--- config.mk ---
export PLATFORM = sky130hd
export DESIGN_NAME = jogador_automatico
export DESIGN_NICKNAME = d
export VERILOG_FILES = /design/src/rtl/jogador_pkg.sv /design/src/rtl/sync_ram_bot.sv /design/src/rtl/jogador_automatico.sv
export SDC_FILE = /design/constraint.sdc
export NUM_CORES = 1
export LEC_CHECK = 0
export CORE_MARGIN = 2
export CORE_UTILIZATION = 53
export CTS_CLUSTER_DIAMETER = 50
export DETAILED_ROUTE_END_ITERATION = 12
export MAX_ROUTING_LAYER = met4
export PLACE_DENSITY_LB_ADDON = 0.1
export SLEW_MARGIN = 30
export SYNTH_ARGS = -nofsm -noshare
export SYNTH_HDL_FRONTEND = slang
export SYNTH_SLANG_ARGS = --single-unit
--- constraint.sdc ---
create_clock -name clock -period 3 [get_ports clock]
set_input_delay 0.9 -clock clock [delete_from_list [all_inputs] [get_ports clock]]
set_output_delay 0.9 -clock clock [all_outputs]
set_load 0.05 [all_outputs]
--- src/rtl/jogador_pkg.sv ---
// Shared state encodings, parameter defaults and helpers for the auto-player bot.
package jogador_pkg;

  localparam int unsigned DEPTH_PADRAO = 16;
  localparam int unsigned PRESS_PADRAO = 4;
  localparam int unsigned GAP_PADRAO   = 4;
  localparam int unsigned IDLE_PADRAO  = 8;

  localparam int unsigned LED_W     = 4;
  localparam int unsigned ESTADO_W  = 4;
  localparam int unsigned TAMANHO_W = 5;

  typedef enum logic [ESTADO_W-1:0] {
    INICIAL      = 4'd0,
    ESPERA_LED   = 4'd1,
    REGISTRA     = 4'd2,
    ESPERA_APAGA = 4'd3,
    PRESSIONA    = 4'd4,
    SOLTA        = 4'd5,
    PROXIMA      = 4'd6,
    FIM          = 4'd7
  } estado_t;

  // True when exactly one bit of the led pattern is set.
  function automatic logic one_hot(input logic [LED_W-1:0] v);
    return (v != '0) && ((v & (v - LED_W'(1))) == '0);
  endfunction

  // Largest of three cycle counts, used to size the shared timer.
  function automatic int unsigned max3(input int unsigned a, input int unsigned b,
                                       input int unsigned c);
    int unsigned m;
    m = (a > b) ? a : b;
    return (m > c) ? m : c;
  endfunction

endpackage

--- src/rtl/sync_ram_bot.sv ---
// Move buffer: synchronous write, combinational read, no reset on storage.
module sync_ram_bot #(
  parameter int unsigned DEPTH = 16,
  parameter int unsigned AW    = 4,
  parameter int unsigned W     = 4
) (
  input  logic          clock,
  input  logic          we,
  input  logic [AW-1:0] waddr,
  input  logic [W-1:0]  wdata,
  input  logic [AW-1:0] raddr,
  output logic [W-1:0]  rdata
);

  logic [W-1:0] mem_q [DEPTH];

  // Write port.
  always_ff @(posedge clock) begin
    if (we) mem_q[waddr] <= wdata;
  end

  assign rdata = mem_q[raddr];

endmodule

--- src/rtl/jogador_automatico.sv ---
// Auto-player: records one-hot led moves, then replays them as timed button presses.
module jogador_automatico
  import jogador_pkg::*;
#(
  parameter int unsigned DEPTH        = DEPTH_PADRAO,
  parameter int unsigned PRESS_CYCLES = PRESS_PADRAO,
  parameter int unsigned GAP_CYCLES   = GAP_PADRAO,
  parameter int unsigned IDLE_TIMEOUT = IDLE_PADRAO
) (
  input  logic                 clock,
  input  logic                 reset,
  input  logic                 habilitar,
  input  logic [LED_W-1:0]     leds,
  output logic [LED_W-1:0]     botoes,
  output logic                 ocupado,
  output logic                 pronto,
  output logic                 erro_padrao,
  output logic [ESTADO_W-1:0]  db_estado,
  output logic [TAMANHO_W-1:0] db_tamanho
);

  localparam int unsigned CW   = $clog2(DEPTH + 1);
  localparam int unsigned AW   = (DEPTH > 1) ? $clog2(DEPTH) : 1;
  localparam int unsigned TMAX = max3(PRESS_CYCLES, GAP_CYCLES, IDLE_TIMEOUT);
  localparam int unsigned TW   = $clog2(TMAX + 1);

  estado_t          estado_q, estado_d;
  logic [CW-1:0]    count_q, count_d;
  logic [AW-1:0]    idx_q, idx_d;
  logic [TW-1:0]    timer_q, timer_d;
  logic [LED_W-1:0] led_q, led_d;
  logic             erro_q, erro_d;
  logic [LED_W-1:0] botoes_q;
  logic             pronto_q, ocupado_q;
  logic             ram_we;
  logic [LED_W-1:0] ram_rdata;

  sync_ram_bot #(
    .DEPTH (DEPTH),
    .AW    (AW),
    .W     (LED_W)
  ) u_ram (
    .clock (clock),
    .we    (ram_we),
    .waddr (AW'(count_q)),
    .wdata (led_q),
    .raddr (idx_d),
    .rdata (ram_rdata)
  );

  // State register and registered outputs, looked ahead from the next state.
  always_ff @(posedge clock or negedge reset) begin
    if (!reset) begin
      estado_q  <= INICIAL;
      count_q   <= '0;
      idx_q     <= '0;
      timer_q   <= '0;
      led_q     <= '0;
      erro_q    <= 1'b0;
      botoes_q  <= '0;
      pronto_q  <= 1'b0;
      ocupado_q <= 1'b0;
    end else begin
      estado_q  <= estado_d;
      count_q   <= count_d;
      idx_q     <= idx_d;
      timer_q   <= timer_d;
      led_q     <= led_d;
      erro_q    <= erro_d;
      botoes_q  <= (estado_d == PRESSIONA) ? ram_rdata : '0;
      pronto_q  <= (estado_d == FIM);
      ocupado_q <= (estado_d != INICIAL);
    end
  end

  // Next-state logic: record phase, idle timeout, replay phase.
  always_comb begin
    estado_d = estado_q;
    count_d  = count_q;
    idx_d    = idx_q;
    timer_d  = timer_q;
    led_d    = led_q;
    erro_d   = erro_q;
    ram_we   = 1'b0;

    case (estado_q)
      INICIAL: begin
        if (habilitar) begin
          estado_d = ESPERA_LED;
          count_d  = '0;
          idx_d    = '0;
          timer_d  = '0;
        end
      end
      ESPERA_LED: begin
        if (one_hot(leds)) begin
          if (count_q == CW'(DEPTH)) begin
            // Buffer full: flag it and wait for the led to go dark.
            erro_d   = 1'b1;
            estado_d = ESPERA_APAGA;
          end else begin
            led_d    = leds;
            estado_d = REGISTRA;
          end
        end else if (leds != '0) begin
          erro_d   = 1'b1;
          estado_d = ESPERA_APAGA;
        end else if (count_q != '0) begin
          if (timer_q == TW'(IDLE_TIMEOUT - 1)) begin
            estado_d = PRESSIONA;
            idx_d    = '0;
            timer_d  = '0;
          end else begin
            timer_d = timer_q + TW'(1);
          end
        end
      end
      REGISTRA: begin
        ram_we   = 1'b1;
        count_d  = count_q + CW'(1);
        estado_d = ESPERA_APAGA;
      end
      ESPERA_APAGA: begin
        if (leds == '0) begin
          timer_d  = '0;
          estado_d = ESPERA_LED;
        end
      end
      PRESSIONA: begin
        if (timer_q == TW'(PRESS_CYCLES - 1)) begin
          timer_d  = '0;
          estado_d = SOLTA;
        end else begin
          timer_d = timer_q + TW'(1);
        end
      end
      SOLTA: begin
        if (timer_q == TW'(GAP_CYCLES - 1)) begin
          timer_d  = '0;
          estado_d = PROXIMA;
        end else begin
          timer_d = timer_q + TW'(1);
        end
      end
      PROXIMA: begin
        idx_d    = idx_q + AW'(1);
        estado_d = ((CW'(idx_q) + CW'(1)) == count_q) ? FIM : PRESSIONA;
      end
      FIM: begin
        count_d  = '0;
        timer_d  = '0;
        estado_d = ESPERA_LED;
      end
      default: estado_d = INICIAL;
    endcase

    if (!habilitar) estado_d = INICIAL;
    if (estado_d == INICIAL) erro_d = 1'b0;
  end

  assign botoes      = botoes_q;
  assign pronto      = pronto_q;
  assign ocupado     = ocupado_q;
  assign erro_padrao = erro_q;
  assign db_estado   = estado_q;
  assign db_tamanho  = TAMANHO_W'(count_q);

endmodule
==> summary.md <==
| Metric | Value |
|---|---|
| RSZ-0062 raised after global routing | `no` |
| Cell variety after synth | `54` |
| Seq cells post-synth | `92` |
| Most frequent cells in the layout | `64 x edfxtp_1, 38 x buf_4, 30 x nor2_1` |
| Worst VDD drop | `about 0.39 mV` |
| Buffers & Inverters on Critical Path | `1` |
| Max-slew violations | `0` |
| Worst Skew | `between 0.01 and 0.015 ns` |
| Worst reg-to-reg path cell count | `9` |
| CP Data Arrival Time | `3.15 ns` |
| CP max stage cell | `mux4_2` |
| Cells after Synth | `about 290` |
| Routed vias | `between 2,000 and 3,000` |
| CTS tree | `built` |
| Fin util | `65.0%` |
| Main synth FF type | `edfxtp_1` |
| Largest net degree at the start of global routing | `29` |
| Syn Area/Cell | `roughly 14 sq um` |
| Syn Nets | `between 300 and 400` |
| Fmax | `approximately 350 MHz` |
| Crit-path cells | `dlygate4sd2_1 -> nor4_4 -> a31oi_2 -> or3_4 -> mux2_4 -> mux4_2 -> a22oi_2 -> nand2_1` |
| Worst Setup End Kind | `register` |
| CP Max Fanout | `9` |
| Tot Pwr | `approximately 2.7 mW` |
| Most common cell after layout, fill and taps aside | `edfxtp_1` |
| Clock-pin slew on the worst setup and hold paths | `approximately 0.10 ns` |
| Clk_lat worst skew | `approximately 0.37 ns` |
| DIE AREA | `between 8000 and 9000 sq um` |
| Synth-to-Final Area Change | `20.0%` |
| Worst Max-Slew Pin Slew | `0.621 ns` |
| Critical Setup Path Class | `primary input to register` |
| Placer Congestion | `around 0.90` |
| Seq/Total Area, Yosys | `between 60% and 70%` |
| Initial drt markers | `237` |
| CTS hold repair buffers | `0` |
| Core footprint | `7690 sq um` |
| Die Ht | `about 90 um` |
| CP peak stage delay | `between 0.4 and 0.5 ns` |
| Row count | `32` |
| First-pass GRT wire length | `~14,000 um` |
| Max H-tree Level | `3` |
| Grt ovf | `0` |
| Max_cap viols | `0` |
| CP endpoint | `botoes[3]$_DFF_PN0_` |
| Worst hold slack | `approximately 0.49 ns` |
| Clock Path Buffers | `2` |
| Static Leak | `around 1.8 nW` |
| Port Buffer Count | `22` |
| Ys Warns | `0` |
| Vias in the first global route | `2,576` |
| Power Dens Cells | `around 540 nW/um^2` |
| Min-Delay Path Class | `register to register` |
| Post-synth EDFFs | `64` |
| Pre-antenna DRT Iters | `4` |
| Detailed Route WL | `~8800 um` |
| Startpoint types | `primary input` |
| Top-level I/O count | `23` |
| Number of diodes | `0` |
| Initial Utilization | `a little over half` |
| Num Clock Sinks | `92` |
| Final hold vios | `0` |
| Layout cells sized above 1 | `between 20 and 30%` |
| Req. time, crit path | `3.26 ns` |
| Post-DRT Antenna Nets | `0` |
| DRC Markers | `0` |
| Mapped Area | `around 4200 sq um` |
| R2R Path End | `botoes[0]$_DFF_PN0_` |
| TritonCTS buffer count | `9` |
| Cell family with most CP delay | `multiplexers` |
| CP startpoint | `leds[3]` |
| Initial antenna violation count | `0` |
| Final nets | `between 300 and 400` |
| Hpwl dp | `5930 um` |
| Chip Width | `92.7 um` |
| Status | `finished clean` |
| Worst R2R Start | `db_tamanho[1]$_DFFE_PN0P_` |
| Final worst-path cycle share | `96.2%` |
| Max-slew headroom | `58.3%` |
| Clock Tree Root | `clkbuf_8` |
| Final Setup Violations | `0` |
| FFs w/ async S/R, synth | `approximately 30%` |
| Critical Path Stages | `8` |
| Min Tclk post-route | `between 2 and 3 ns` |
| Flop2flop setup slack | `around 0.17 ns` |
| DR WL/cell | `between 15 and 20 um` |
| GRT Resource Usage Total | `between 20% and 30%` |
| Vias per cell | `5.76` |
==> cells by family (layout without fill, tap and decap cells) <==
family,count (synthesis),in the layout,synth area share [%]
compound gates,44,44,7.27
xor+xnor,5,5,1.05
fa+ha+maj,7,7,2.04
buf+inv,17,80,2.16
flops,92,92,63.0
mux,21,22,11.4
other cells,1,1,0.0900
simple gates,101,101,13.0
==> through the flow <==
step           area [sq um]  TNS [ns]  setup WS [ns]  std cells
2_1_floorplan          4160   -0.0986        -0.0400        288
5_1_grt                5000         0        0.00937        454
4_1_cts                4980   -0.0114        -0.0114        453
3_3_place_gp           4700     -2.12         -0.566        434
6_report               5000         0          0.114        454
3_5_place_dp           4700     -2.41         -0.670        434
==> worst min-delay path by stage <==
stage / depth (start not counted) / slack (ns) / endpoint / from
final: 1 / 0.49 / timer_q[3]$_DFFE_PN0P_ / timer_q[3]$_DFFE_PN0P_
after global placement: 2 / 0.49 / erro_padrao$_DFFE_PN0P_ / erro_padrao$_DFFE_PN0P_
after floorplan: 1 / 0.46 / timer_q[3]$_DFFE_PN0P_ / timer_q[3]$_DFFE_PN0P_
after CTS: 1 / 0.50 / timer_q[3]$_DFFE_PN0P_ / timer_q[3]$_DFFE_PN0P_
after detailed placement: 1 / 0.49 / timer_q[3]$_DFFE_PN0P_ / timer_q[3]$_DFFE_PN0P_
after global routing: 1 / 0.53 / timer_q[3]$_DFFE_PN0P_ / timer_q[3]$_DFFE_PN0P_
==> power breakdown <==
part | total (mW) | switching, mW | internal [mW]
clock | 0.940 | 0.459 | 0.482
combinational | 0.230 | 0.135 | 0.0941
sequential | 1.54 | 0.0862 | 1.46
total | 2.71 | 0.680 | 2.03
==> cells in the mapped netlist (all sizes together), types with 2 or more instances <==
master | count | area (sq um)
nand2b | 8 | 50.1
a31oi | 3 | 25.0
a21oi | 9 | 45.0
xnor2 | 3 | 26.3
a22o | 3 | 28.8
a21o | 2 | 16.3
or4b | 2 | 20.0
nor2 | 30 | 113
nor3b | 2 | 15.0
nor4 | 3 | 33.8
nor3 | 8 | 40.0
mux4 | 16 | 417
or3b | 2 | 17.5
edfxtp | 64 | 1920
or3 | 3 | 23.8
xor2 | 2 | 17.5
o211ai | 2 | 15.0
dfrtp | 28 | 701
mux2 | 5 | 60.1
buf | 4 | 41.3
o21ai | 9 | 45.0
nand2 | 22 | 82.6
nor4bb | 2 | 20.0
inv | 4 | 15.0
nand3 | 9 | 45.0
ha | 6 | 75.1
nand3b | 2 | 15.0
clkbuf | 9 | 33.8
a22oi | 8 | 60.1
nor4b | 3 | 26.3
==> layout make-up <==
cell class | instances | area [sq um]
Inverter | 4 | 15.0
Multi-Input combinational cell | 180 | 1510
Clock buffer | 10 | 128
Sequential cell | 92 | 2630
Tap cell | 102 | 128
Timing Repair Buffer | 60 | 495
Fill cell | 596 | 2690
Clock inverter | 6 | 96.3
==> state kept, by name, indices dropped and copies added (netlist names) <==
name	flops
u_ram.mem_q	64
db_tamanho	5
botoes	4
db_estado	4
idx_q	4
led_q	4
timer_q	4
erro_padrao	1
ocupado	1
pronto	1
==> per-layer routing <==
layer  wire length, um  part of all wire [%]  vias to the layer above  global-route usage [%]
met3               498                   5.6                       15                    4.15
met5                 0                     0                        -                       -
met2              4260                    48                       82                    35.0
li1                  -                     -                     1237                       -
met4               185                   2.1                        0                    9.31
met1              3900                    44                     1282                    32.4
==> repair_timing <==
item | CTS | global route
endpoints found under the hold margin | 0 | 0
setup endpoints to repair | 4 | 4
gates resized for setup | 12 | 11
cloned | 1 | 0
buffers inserted | 2 | 2
pin swaps | 5 | 9
No activity file was read; power rests on OpenSTA's default activity.
